### config.mk
export PLATFORM = sky130hd
export DESIGN_NAME = shift_ctrl
export DESIGN_NICKNAME = d
export VERILOG_FILES = /design/src/rtl/shift_ctrl.sv
export SDC_FILE = /design/constraint.sdc
export NUM_CORES = 1
export LEC_CHECK = 0
export BUFFER_PORTS_ARGS = -buffer_cell sky130_fd_sc_hd__buf_4
export CAP_MARGIN = 20
export CORE_MARGIN = 10
export CORE_UTILIZATION = 30
export CTS_CLUSTER_DIAMETER = 120
export DETAILED_ROUTE_END_ITERATION = 6
export SYNTH_ARGS = -nofsm -noshare
export SYNTH_HDL_FRONTEND = slang
export SYNTH_SLANG_ARGS = --single-unit
### constraint.sdc
create_clock -name i_clk -period 5.35 [get_ports i_clk]
set_input_delay 0.2675 -clock i_clk [delete_from_list [all_inputs] [get_ports i_clk]]
set_output_delay 0.2675 -clock i_clk [all_outputs]
set_load 0.03 [all_outputs]
### src/rtl/shift_ctrl.sv
// Operand-2 shift sequencer: maps ARM shift encodings onto the barrel shifter,
// fetches Rs for register-specified shifts and returns a registered result.

// Combinational barrel shifter with ARM carry-out semantics.
module shift_unit (
  input  logic [31:0] op,
  input  logic [2:0]  kind,
  input  logic [7:0]  amount,
  input  logic        cin,
  output logic [31:0] result,
  output logic        cout
);
  localparam int unsigned DW = 32;

  localparam logic [2:0] KIND_LSL = 3'd0;
  localparam logic [2:0] KIND_LSR = 3'd1;
  localparam logic [2:0] KIND_ASR = 3'd2;
  localparam logic [2:0] KIND_ROR = 3'd3;
  localparam logic [2:0] KIND_RRX = 3'd4;

  logic [DW:0]   lsl_w;
  logic [DW:0]   lsr_w;
  logic [DW:0]   asr_w;
  logic [4:0]    rot;
  logic [DW-1:0] ror_w;

  // One extra bit beside the operand captures the last bit shifted out;
  // amounts of 32 and above fall out of the shift naturally.
  always_comb begin
    lsl_w  = {1'b0, op} << amount;
    lsr_w  = {op, 1'b0} >> amount;
    asr_w  = (DW+1)'($signed({op, 1'b0}) >>> amount);
    rot    = amount[4:0];
    ror_w  = (op >> rot) | (op << (6'd32 - 6'(rot)));
    result = op;
    cout   = cin;
    case (kind)
      KIND_LSL: begin result = lsl_w[DW-1:0]; cout = lsl_w[DW]; end
      KIND_LSR: begin result = lsr_w[DW:1];   cout = lsr_w[0];  end
      KIND_ASR: begin result = asr_w[DW:1];   cout = asr_w[0];  end
      KIND_ROR: begin result = ror_w;         cout = ror_w[DW-1]; end
      KIND_RRX: begin result = {cin, op[DW-1:1]}; cout = op[0]; end
      default:  begin result = op;            cout = cin;       end
    endcase
  end
endmodule

module shift_ctrl (
  input  logic        i_clk,
  input  logic        i_rst,
  input  logic        i_flush,
  input  logic        i_valid,
  output logic        o_ready,
  input  logic [31:0] i_op,
  input  logic [1:0]  i_shift_code,
  input  logic        i_reg_shift,
  input  logic [4:0]  i_imm,
  input  logic [3:0]  i_rs_addr,
  input  logic        i_carry,
  output logic        o_rf_req,
  output logic [3:0]  o_rf_addr,
  input  logic        i_rf_ack,
  input  logic [31:0] i_rf_data,
  output logic        o_valid,
  input  logic        i_ready,
  output logic [31:0] o_result,
  output logic        o_carry,
  output logic        o_busy
);
  localparam int unsigned DW = 32;
  localparam int unsigned AW = 8;

  localparam logic [2:0] KIND_LSR    = 3'd1;
  localparam logic [2:0] KIND_ASR    = 3'd2;
  localparam logic [2:0] KIND_RRX    = 3'd4;
  localparam logic [2:0] KIND_BYPASS = 3'd7;
  localparam logic [1:0] CODE_LSL    = 2'd0;
  localparam logic [1:0] CODE_LSR    = 2'd1;
  localparam logic [1:0] CODE_ASR    = 2'd2;
  localparam logic [1:0] CODE_ROR    = 2'd3;

  typedef enum logic [1:0] {IDLE, RF_WAIT, DONE} state_t;

  state_t        state_q, state_d;
  logic          accept, load_res, latch_req, use_latched;
  logic [DW-1:0] op_q;
  logic [1:0]    code_q;
  logic          carry_q;
  logic [DW-1:0] src_op;
  logic [1:0]    src_code;
  logic          src_c;
  logic [2:0]    sh_kind;
  logic [AW-1:0] sh_amt;
  logic          ror_fix;
  logic [DW-1:0] sh_result;
  logic          sh_cout;
  logic [DW-1:0] next_result;
  logic          next_carry;
  logic          unused_rf_bits;

  assign unused_rf_bits = ^i_rf_data[DW-1:AW];

  // State register.
  always_ff @(posedge i_clk) begin
    if (i_rst) state_q <= IDLE;
    else       state_q <= state_d;
  end

  // Next-state, handshake and load enables.
  always_comb begin
    state_d     = state_q;
    o_ready     = 1'b0;
    accept      = 1'b0;
    load_res    = 1'b0;
    latch_req   = 1'b0;
    use_latched = 1'b0;
    o_ready = !i_flush && ((state_q == IDLE) || ((state_q == DONE) && i_ready));
    accept  = i_valid && o_ready;
    if (i_flush) begin
      state_d = IDLE;
    end else if (accept) begin
      if (i_reg_shift) begin
        state_d   = RF_WAIT;
        latch_req = 1'b1;
      end else begin
        state_d  = DONE;
        load_res = 1'b1;
      end
    end else begin
      case (state_q)
        RF_WAIT: begin
          if (i_rf_ack) begin
            state_d     = DONE;
            load_res    = 1'b1;
            use_latched = 1'b1;
          end
        end
        DONE:    if (i_ready) state_d = IDLE;
        IDLE:    state_d = IDLE;
        default: state_d = IDLE;
      endcase
    end
  end

  // Map the encoding's special cases onto shifter type/amount.
  always_comb begin
    src_op   = use_latched ? op_q    : i_op;
    src_code = use_latched ? code_q  : i_shift_code;
    src_c    = use_latched ? carry_q : i_carry;
    sh_kind  = {1'b0, src_code};
    sh_amt   = '0;
    ror_fix  = 1'b0;
    if (use_latched) begin
      sh_amt = i_rf_data[AW-1:0];
      if (sh_amt == '0) begin
        sh_kind = KIND_BYPASS;
      end else if ((src_code == CODE_ROR) && (sh_amt[4:0] == 5'd0)) begin
        ror_fix = 1'b1;
      end
    end else begin
      sh_amt = AW'(i_imm);
      if (i_imm == 5'd0) begin
        case (src_code)
          CODE_LSL: sh_kind = KIND_BYPASS;
          CODE_LSR: begin sh_kind = KIND_LSR; sh_amt = AW'(32); end
          CODE_ASR: begin sh_kind = KIND_ASR; sh_amt = AW'(32); end
          default:  sh_kind = KIND_RRX;
        endcase
      end
    end
    next_result = ror_fix ? src_op : sh_result;
    next_carry  = ror_fix ? src_op[DW-1] : sh_cout;
  end

  shift_unit u_shift (
    .op     (src_op),
    .kind   (sh_kind),
    .amount (sh_amt),
    .cin    (src_c),
    .result (sh_result),
    .cout   (sh_cout)
  );

  // Request latch, status flags and the output register.
  always_ff @(posedge i_clk) begin
    if (i_rst) begin
      o_valid   <= 1'b0;
      o_rf_req  <= 1'b0;
      o_busy    <= 1'b0;
      o_rf_addr <= '0;
      o_result  <= '0;
      o_carry   <= 1'b0;
      op_q      <= '0;
      code_q    <= '0;
      carry_q   <= 1'b0;
    end else begin
      o_valid  <= (state_d == DONE);
      o_rf_req <= (state_d == RF_WAIT);
      o_busy   <= (state_d != IDLE);
      if (latch_req) begin
        op_q      <= i_op;
        code_q    <= i_shift_code;
        carry_q   <= i_carry;
        o_rf_addr <= i_rs_addr;
      end
      if (load_res) begin
        o_result <= next_result;
        o_carry  <= next_carry;
      end
    end
  end
endmodule

==> impl_results.md, run 1 <==
* Outcome: complete, no violations
* Vias/cell at 6.64
* Most frequent cell after synthesis: nand2_1
* Die X at 228 um
* Synth Instances at 1847
* Mux contribution to synthesized area at 0.246
* Synth Area in Adders at 0.00387
* Top FF cell, synth: dfxtp_1
* Yosys top cell area share at 0.190
* Type of origin of the critical path: flip-flop
* Row cnt at 76
* Post-synthesis simple-gate area fraction at 0.231
* Gr ovfl total at 0
* Crit end category: flip-flop
* Commonest cells post-synth: nand2_1, mux2i_1, a21oi_1
* Wire per inst at 32.9 um
* WHS Path Cells at 3
* CTS tree: yes
* Number of global-route vias before repair at 15400
* Crit-path max cell delay at 0.77 ns
* First-pass GRT wire length at 115000 um
* Worst-path maximum fanout at 13
* Max-cap viol count at 0
* VDD IR max at 0.151 mV
* RR Endpoint: o_result[6]
* Minimum clock period at 4.70 ns
* Critical path class: flip-flop to flip-flop
* Synth Register Bits at 77
* Synth unique cells at 91
* Final HPWL DP at 63800 um
* Initial antenna violation count at 1
* Layout Skew at 0.0206 ns
* Largest net degree at the start of global routing at 81
* Post-Synth XOR/XNOR Area at 0.00271
* R2r startpoint: state_q[0]
* Post-Syn Area at 12900 sq um
* Post-synth EDFFs at 0
* Worst path slowest cell: nor2_2
* Die height at 228 um
* Final hold violation count at 0
* Measured slew at the worst slew-check pin at 1.13 ns
* CTS HTree Levels at 3
* I/O pins at 124
* Hold_buf cts at 0
* Pre-CTS setup slack at 0.832 ns
* Core Box Area at 42900 sq um
* Area of the die at 51800 sq um
* Area leader, netlist: mux2i_1
* Clock Pin Slew Worst Setup and Hold Paths at 0.07 ns
* Post-CTS Resized at 0
* Syn avg cell area at 7.01 sq um
* Clock Tree Root: clkbuf_16
* Residual DRC at 0
* Pwr Total at 2.77 mW
* Hold Crit Start: i_rs_addr[2]
* Period utilization at 0.878
* CTS Buffer Depth at 2
* Hold Slack at 0.111 ns
* Pre-Repair DR Iteration Count at 6
* Fmax at 213 MHz
* Synth async-reset ratio at 0
* Layout area overhead at 14.2%
* Cell area power density at 187 nW/um^2
* Final GP Congestion at 1.10
* Final Max Tran Viols at 0
* Syn Nets at 1934
* Worst Hold Path EP: o_rf_addr[2]
* Synth Area in Compound Gates at 0.329
* Synth area leaders: mux2i_1, dfxtp_1, nand2_1
* Post-CTS Setup Bufs at 0
* Slack of the critical path at 0.651 ns
* Worst R2R Path Depth at 15
* Final setup vio count at 0
* Worst skew pair latency at 0.42 ns
* Crit-path cells: inv_1, ha_1, a21o_1, a21oi_4, nand2_1, nand2_1, ha_1, nand4_1, a21oi_1, o211ai_2, nor2_2, a21oi_1, o221a_2, o221ai_1, a32o_1
* CTS buffer count at 9
* HP Class: input pin to flip-flop
* CP top delay family: compound AO/OA/AOI/OAI gates
* Starting DRC count in detailed routing at 2321
* Critical path depth at 15
* Layout cells sized above 1 at 0.168
* Vias at 16500
* Data required time of the worst path at 5.71 ns
* Routed Antenna Nets at 0
* GRT Total Usage at 0.307
* Largest family of logic cells by synthesized area: compound AO/OA/AOI/OAI gates
* Syn. warnings at 0
* Starting Density at 0.302
* Relative slew slack at 0.222
* RSZ-0062 raised after global routing: no
* Arr. time, crit path at 5.05 ns
* Sequential-to-total area share from yosys stat at 0.119
* Number of nets in the layout at 1977
* Final wirelength at 81700 um
* IO buf count at 99
* Flop2flop setup slack at 0.65 ns
* CTS Sinks at 77
* Leak pwr at 6.06 nW
* Worst path bufs/invs at 1
* TNS Setup at 0 ns
==> routing by layer <==
layer / track usage / up-vias / share of wire
li1: - / 7130 / -
met1: 0.392 / 8004 / 0.40
met2: 0.463 / 1117 / 0.43
met3: 0.0621 / 218 / 0.099
met4: 0.198 / 2 / 0.067
met5: 0 / - / 0.00016
==> flip-flops by register name, summed over array words and instances, names as in the netlist <==
name / count
carry_q: 1
code_q: 2
o_busy: 1
o_carry: 1
o_result: 32
o_rf_addr: 4
o_rf_req: 1
o_valid: 1
op_q: 32
state_q: 2
==> worst reg2reg max path, delay by kind of cell (launching register included) <==
family	cells	cell delay, ns
simple gates	4	1.05
buf+inv	1	0.09
compound gates	8	2.60
fa+ha+maj	2	0.58
flops	1	0.33
==> stage by stage <==
step	cell area [sq um]	utilization	instances
after floorplan	12900	-	1847
after global placement	14500	0.337	2464
after detailed placement	14500	0.337	2464
after CTS	14800	0.344	2480
after global routing	14800	0.344	2480
final	14800	0.344	2481
==> layout by cell type, fill, tap and decap left out, types with 13 or more instances in the layout <==
| master | Yosys | routed |
|---|---|---|
| o21ai_0 | 84 | 84 |
| mux2i_1 | 245 | 244 |
| nor3_1 | 65 | 65 |
| nand4_1 | 21 | 21 |
| nand2_1 | 258 | 258 |
| o211ai_1 | 45 | 45 |
| nor2b_1 | 16 | 16 |
| a31oi_1 | 24 | 24 |
| and2_1 | 16 | 16 |
| o211a_1 | 15 | 15 |
| dfxtp_1 | 77 | 77 |
| nand3_1 | 70 | 70 |
| nor2_1 | 134 | 131 |
| mux2_2 | 47 | 47 |
| buf_4 | 24 | 196 |
| a211oi_1 | 59 | 59 |
| o22ai_1 | 16 | 16 |
| a311oi_1 | 14 | 14 |
| a21oi_1 | 180 | 178 |
| nor4_1 | 13 | 13 |
==> worst max path at each step <==
stage / to / slack (ns) / from
2_1_floorplan: o_result[24] / 1.15 / state_q[1]
3_3_place_gp: o_result[13] / 0.87 / state_q[0]
3_5_place_dp: o_result[6] / 0.83 / state_q[0]
4_1_cts: o_result[6] / 0.80 / state_q[0]
5_1_grt: o_result[13] / 0.53 / state_q[0]
6_report: o_result[6] / 0.65 / state_q[0]
==> logic make-up (layout without fill, tap and decap cells) <==
group,after synthesis,after routing
and+or+nand+nor,654,654
AOI/OAI and AO/OA,625,625
muxes,303,303
buffers and inverters,180,228
DFF,77,77
adders and majority gates,4,4
xor gates and xnor gates,4,4
other,0,1
==> where the power goes <==
part / internal (mW) / switching (mW) / total (mW)
combinational: 0.450 / 0.999 / 1.45
sequential: 0.594 / 0.0267 / 0.620
clock: 0.372 / 0.324 / 0.696
total: 1.42 / 1.35 / 2.77
==> area by class of cell <==
cell class              instances  area (sq um)
clock inverters                 6          62.6
clock buffers                  10           239
well taps                     585           732
fillers                      4582         28100
diodes                          1          2.50
flip-flops and latches         77          1540
multi-input cells            1590         10600
inverters                      12          45.0
repair buffers                200          1550
No activity file was read; power rests on OpenSTA's default activity.
==> inputs of run 2 (changes only) <==
--- a/config.mk
+++ b/config.mk
@@ -13,4 +13,6 @@
 export DETAILED_ROUTE_END_ITERATION = 6
 export SYNTH_ARGS = -nofsm -noshare
 export SYNTH_HDL_FRONTEND = slang
+export SYNTH_HIERARCHICAL = 1
 export SYNTH_SLANG_ARGS = --single-unit
+export TNS_END_PERCENT = 30
==> run 2 against run 1 <==
  * Clock skew down 0.012 ns
  * Critical path depth up 3
  * Register-to-register slack worse by 0.49 ns
  * Flip-flop and latch count unchanged
  * Routed wire length down 16%
  * Via count down 12%
  * Sequential share of layout area up 0.67 points
  * Power up 0.50%
  * Cell count down 9.5%
  * Setup slack worse by 0.49 ns
  * Clock power about the same
  * Largest cell class unchanged
==> impl_results.md, run 2 <==
* Max-cap viol count at 0
* CTS tree: yes
* Most frequent cell after synthesis: nand2_1
* Synth Instances at 1595
* Vias/cell at 6.46
* Biggest regs: o_result: 32 flops, op_q: 32 flops, o_rf_addr: 4 flops
* CP dominant cell by count: buf_4
* Syn Nets at 1683
* Initial antenna violation count at 3
* Outcome: complete, no violations
* IO buf count at 99
* CTS buffer count at 9
* Relative slew slack at 0.270
* Row cnt at 71
* Clock Pin Slew Worst Setup and Hold Paths at 0.07 ns
* Final HPWL DP at 54300 um
* Area leader, netlist: dfxtp_1
* Crit-path max cell delay at 0.70 ns
* Final wirelength at 68900 um
* Synth area leaders: dfxtp_1, mux4_2, nand2_1
* Type of origin of the critical path: flip-flop
* Syn. warnings at 6
* Area of the die at 46200 sq um
* RSZ-0062 raised after global routing: no
* CTS Buffer Depth at 2
* Placed Instances at 2228
* Gr ovfl total at 0
* Pre-Repair DR Iteration Count at 6
* VDD IR max at 0.155 mV
* Worst path slowest cell: nor3_1
* Top FF cell, synth: dfxtp_1
* Wire per inst at 30.7 um
* Core Box Area at 37600 sq um
* Critical path class: flip-flop to flip-flop
* Fmax at 193 MHz
* Most common cell after layout, fill and taps aside: nand2_1
* Final setup vio count at 0
* Post-synth EDFFs at 0
* Die X at 215 um
* Number of global-route vias before repair at 13800
* Data required time of the worst path at 5.60 ns
* CTS HTree Levels at 3
* Period utilization at 0.969
* Cell area power density at 200 nW/um^2
* I/O pins at 124
* Utilization after layout at 0.369
* Final GP Congestion at 1.08
* Vias at 14500
* Most frequent cells in the layout: nand2_1, buf_4, nor2_1, a21oi_1, dfxtp_1
* Worst-path maximum fanout at 22
* CTS Sinks at 77
* Routed Antenna Nets at 0
* Synth async-reset ratio at 0
* Crit-path cells: inv_1, ha_1, a21o_1, a211o_2, buf_4, a21o_1, o22a_1, buf_4, or3_1, nor3_1, nand2_1, o21ai_0, a21oi_1, buf_4, o221ai_1, o32a_1, o21ai_1, a311oi_1
* Largest net degree at the start of global routing at 74
* Syn avg cell area at 7.15 sq um
* HP Class: input pin to flip-flop
* Minimum clock period at 5.19 ns
* Final hold violation count at 0
* Pre-CTS setup slack at 0.110 ns
* Die height at 215 um
* Worst skew pair latency at 0.35 ns
* Final Max Tran Viols at 0
* Layout cells sized above 1 at 0.266
* Starting Density at 0.303
* Number of nets in the layout at 1816
* Residual DRC at 0
* Arr. time, crit path at 5.44 ns
* Synth Register Bits at 77
* Synth unique cells at 94
* Sequential-to-total area share from yosys stat at 0.135
* Post-Syn Area at 11400 sq um
* Leak pwr at 5.35 nW
* Post-CTS Setup Bufs at 0
* Slack of the critical path at 0.165 ns
* Fin area at 13900 sq um
* Starting DRC count in detailed routing at 2000
* DP Area at 13500 sq um
* Crit end category: flip-flop
* Layout area overhead at 21.8%
* TNS Setup at 0 ns
* Measured slew at the worst slew-check pin at 1.09 ns
* Non-Filler Instances at 2245
* Commonest cells post-synth: nand2_1, nor2_1, a21oi_1
* Clock Tree Root: clkbuf_16
* Yosys top cell area share at 0.135
* First-pass GRT wire length at 98400 um
* GRT Total Usage at 0.284
* Layout Skew at 0.00853 ns
-- run 2: cell types whose count changed after synthesis, sizes merged, moves of 12 or more --
cell	delta
a311oi	+21
nand4	-15
o211a	-12
mux2i	-176
nand2	+74
clkbuf	+46
o21ai	+25
a21oi	-67
buf	-39
a211oi	-42
o211ai	-29
mux4	+62
-- run 2: area by class of cell --
class | instances | area [sq um]
multi-input combinational | 1330 | 9030
antenna | 1 | 2.50
clock buffer | 11 | 243
timing repair buffer | 297 | 2290
sequential | 77 | 1540
inverter | 13 | 51.3
fill | 4017 | 23700
clock inverter | 5 | 81.3
tap | 511 | 639
-- run 2: where the power goes --
part	switching (mW)	internal (mW)	leakage (nW)
Combinational	0.923	0.543	4.57
Clock	0.275	0.423	0.156
Sequential	0.0167	0.598	0.627
Total	1.21	1.56	5.35
-- run 2: logic make-up after synthesis --
group                      after synthesis  share of synthesized area
AOI/OAI and AO/OA                      470                      0.274
xor gates and xnor gates                 4                    0.00373
adders and majority gates                5                    0.00549
buffers and inverters                  188                     0.0794
DFF                                     77                      0.135
muxes                                  188                      0.245
and+or+nand+nor                        663                      0.257
-- run 2: worst max-delay path: cells and delay by family, from the launching register on --
family | cells | cell delay [ns]
buffers and inverters | 4 | 0.75
adders and majority gates | 1 | 0.23
AOI/OAI and AO/OA | 10 | 2.34
and+or+nand+nor | 3 | 1.38
DFF | 1 | 0.35
-- run 2: metrics by stage --
stage | total power, mW | hold slack [ns]
after CTS | 2.72 | 0.164
final | 2.78 | 0.168
after floorplan | 1.42 | 0.403
after global routing | 2.85 | 0.174
after detailed placement | 2.03 | 0.447
after global placement | 2.03 | 0.443
-- run 2: path summary, 6_finish.rpt --
path	startpoint	end	slack (ns)	cells past startpoint
setup / recovery	state_q[0]	o_result[19]	0.16	18
setup reg to reg	state_q[0]	o_result[19]	0.16	18
hold reg to reg	carry_q	carry_q	0.46	2
hold / removal	i_rs_addr[0]	o_rf_addr[0]	0.17	3
-- run 2: repair_timing --
action,in CTS,in global routing
resized for setup,0,2
hold buffers,0,0
endpoints found under the setup margin,0,1
hold endpoints to repair,0,0
-- run 2: layer usage --
layer | wire length (um) | GRT usage
met5 | 28 | 0
met4 | 4540 | 0.165
met3 | 7340 | 0.0657
met2 | 28900 | 0.415
met1 | 28000 | 0.375
==> inputs of run 3 (changes only) <==
--- a/config.mk
+++ b/config.mk
@@ -5,12 +5,13 @@
 export SDC_FILE = /design/constraint.sdc
 export NUM_CORES = 1
 export LEC_CHECK = 0
-export BUFFER_PORTS_ARGS = -buffer_cell sky130_fd_sc_hd__buf_4
 export CAP_MARGIN = 20
+export CORE_ASPECT_RATIO = 0.6
 export CORE_MARGIN = 10
 export CORE_UTILIZATION = 30
 export CTS_CLUSTER_DIAMETER = 120
 export DETAILED_ROUTE_END_ITERATION = 6
+export DONT_BUFFER_PORTS = 1
 export SYNTH_ARGS = -nofsm -noshare
 export SYNTH_HDL_FRONTEND = slang
 export SYNTH_HIERARCHICAL = 1
==> run 3 against run 2 <==
  * Setup slack better by 0.016 ns
  * Cell count is 3.5% lower
  * Non-clock buffer count is 80 lower
  * Die area is 0.56% higher
  * Cell area is 3.5% lower
  * Routed wire length is 7.1% higher
==> impl_results.md, run 3 (synthesis gave the netlist of run 2 again) <==
* Data required time of the worst path at 5.57 ns
* Final setup vio count at 0
* Row cnt at 55
* Post-CTS Setup Bufs at 0
* Starting Density at 0.303
* Logic pwr share at 0.513
* Pre-Repair DR Iteration Count at 6
* Vias at 14200
* Number of nets in the layout at 1736
* Vias/cell at 6.55
* ANT cells at 0
* Arr. time, crit path at 5.39 ns
* Utilization after layout at 0.357
* Worst Hold Path EP: op_q[24]
* Wire per inst at 34.1 um
* TNS Setup at 0 ns
* Type of origin of the critical path: flip-flop
* Measured slew at the worst slew-check pin at 1.01 ns
* RR Endpoint: o_result[8]
* Crit end category: flip-flop
* Final Max Tran Viols at 0
* Die height at 171 um
* Hold Slack at 0.0422 ns
* Switching Fraction at 0.441
* Hold Crit Start: i_op[24]
* HP Class: input pin to flip-flop
* I/O pins at 124
* Final HPWL DP at 59100 um
* Area of the die at 46400 sq um
* IO buf count at 0
* RSZ-0062 raised after global routing: no
* Fmax at 193 MHz
* Flop2flop setup slack at 0.18 ns
* Final hold violation count at 0
* Minimum clock period at 5.17 ns
* Largest net degree at the start of global routing at 84
* Die X at 272 um
* Relative slew slack at 0.325
* Clock Tree Root: clkbuf_16
* Slack of the critical path at 0.181 ns
* WHS Path Cells at 2
* Routed Antenna Nets at 0
* Layout area overhead at 17.6%
* DP Area at 13000 sq um
* Clock share of power at 0.257
* NetSw at 1.25 mW
* CTS tree: yes
* Non-Filler Instances at 2166
* Cell area power density at 212 nW/um^2
* Initial antenna violation count at 0
* Most frequent cells in the layout: nand2_1, buf_4, nor2_1, a21oi_1, dfxtp_1
* Starting DRC count in detailed routing at 2295
* Biggest regs: o_result: 32 flops, op_q: 32 flops, o_rf_addr: 4 flops
* Gr ovfl total at 0
* GRT Total Usage at 0.305
* CTS Buffer Depth at 2
* Period utilization at 0.966
* First-pass GRT wire length at 103000 um
* Internal Power at 1.58 mW
* Residual DRC at 0
* Leak pwr at 5.01 nW
* Number of global-route vias before repair at 13000
* CTS buffer count at 9
* Pre-CTS setup slack at 0.159 ns
* CTS HTree Levels at 3
* Critical path class: flip-flop to flip-flop
* Placed Instances at 2147
* Worst R2R Path Depth at 16
* Layout Skew at 0.00747 ns
* CTS Sinks at 77
* Pwr Total at 2.84 mW
* Final GP Congestion at 1.07
* Core Box Area at 37600 sq um
* Max-cap viol count at 0
* VDD IR max at 0.167 mV
* R2r startpoint: state_q[0]
* Layout cells sized above 1 at 0.232
* Final wirelength at 73800 um
* Worst skew pair latency at 0.36 ns
* Outcome: complete, no violations
* Fin area at 13400 sq um
* Worst-path maximum fanout at 28
* Clock Pin Slew Worst Setup and Hold Paths at 0.07 ns
* Most common cell after layout, fill and taps aside: nand2_1
* Share of power burned in registers at 0.230
-- run 3: how the worst max path moves through the flow --
stage | start | endpoint | slack [ns] | cells past startpoint
after global placement | state_q[0] | o_result[22] | 0.01 | 19
after CTS | state_q[0] | o_result[22] | 0.09 | 19
final | state_q[0] | o_result[8] | 0.18 | 16
after global routing | state_q[0] | o_result[22] | 0.01 | 19
after detailed placement | state_q[0] | o_result[22] | 0.16 | 19
after floorplan | state_q[0] | o_result[22] | 0.39 | 25
-- run 3: timing repair --
item	in CTS	in global routing
setup endpoints to repair	0	3
hold buffers	2	0
endpoints found under the hold margin	43	0
gates resized for setup	0	3
-- run 3: power by group through the flow --
stage | clock network (mW) | registers [mW] | logic, mW
floorplan | 0 | 0.654 | 0.765
global placement | 0 | 0.665 | 1.37
detailed placement | 0 | 0.666 | 1.36
CTS | 0.734 | 0.653 | 1.38
global route | 0.768 | 0.656 | 1.50
finish | 0.728 | 0.654 | 1.46
-- run 3: layout make-up --
class / instances / area (sq um)
clock buffers: 9 / 225
well taps: 513 / 642
inverters: 13 / 51.3
fillers: 4075 / 24200
flip-flops and latches: 77 / 1540
clock inverters: 7 / 121
repair buffers: 217 / 1780
multi-input cells: 1330 / 9040
-- run 3: critical path, stage by stage (launching register included) --
cell and delay [ns]:
dfxtp_1 0.35, inv_1 0.07, ha_1 0.24, a21o_1 0.28
a211o_2 0.41, buf_4 0.26, nand2_1 0.11, nand2_1 0.36
mux4_2 0.70, mux2i_4 0.54, nor2_1 0.09, a2111oi_1 0.92
buf_4 0.23, or3b_1 0.11, nand4_1 0.13, o21ai_1 0.13
a311oi_1 0.10
-- run 3: layer usage --
| metal | up-vias | routed length (um) | track usage |
|---|---|---|---|
| li1 | 6063 | - | - |
| met1 | 6990 | 32500 | 0.438 |
| met2 | 1025 | 27300 | 0.391 |
| met3 | 104 | 12300 | 0.153 |
| met4 | 0 | 1750 | 0.0611 |
| met5 | - | 0 | 0 |
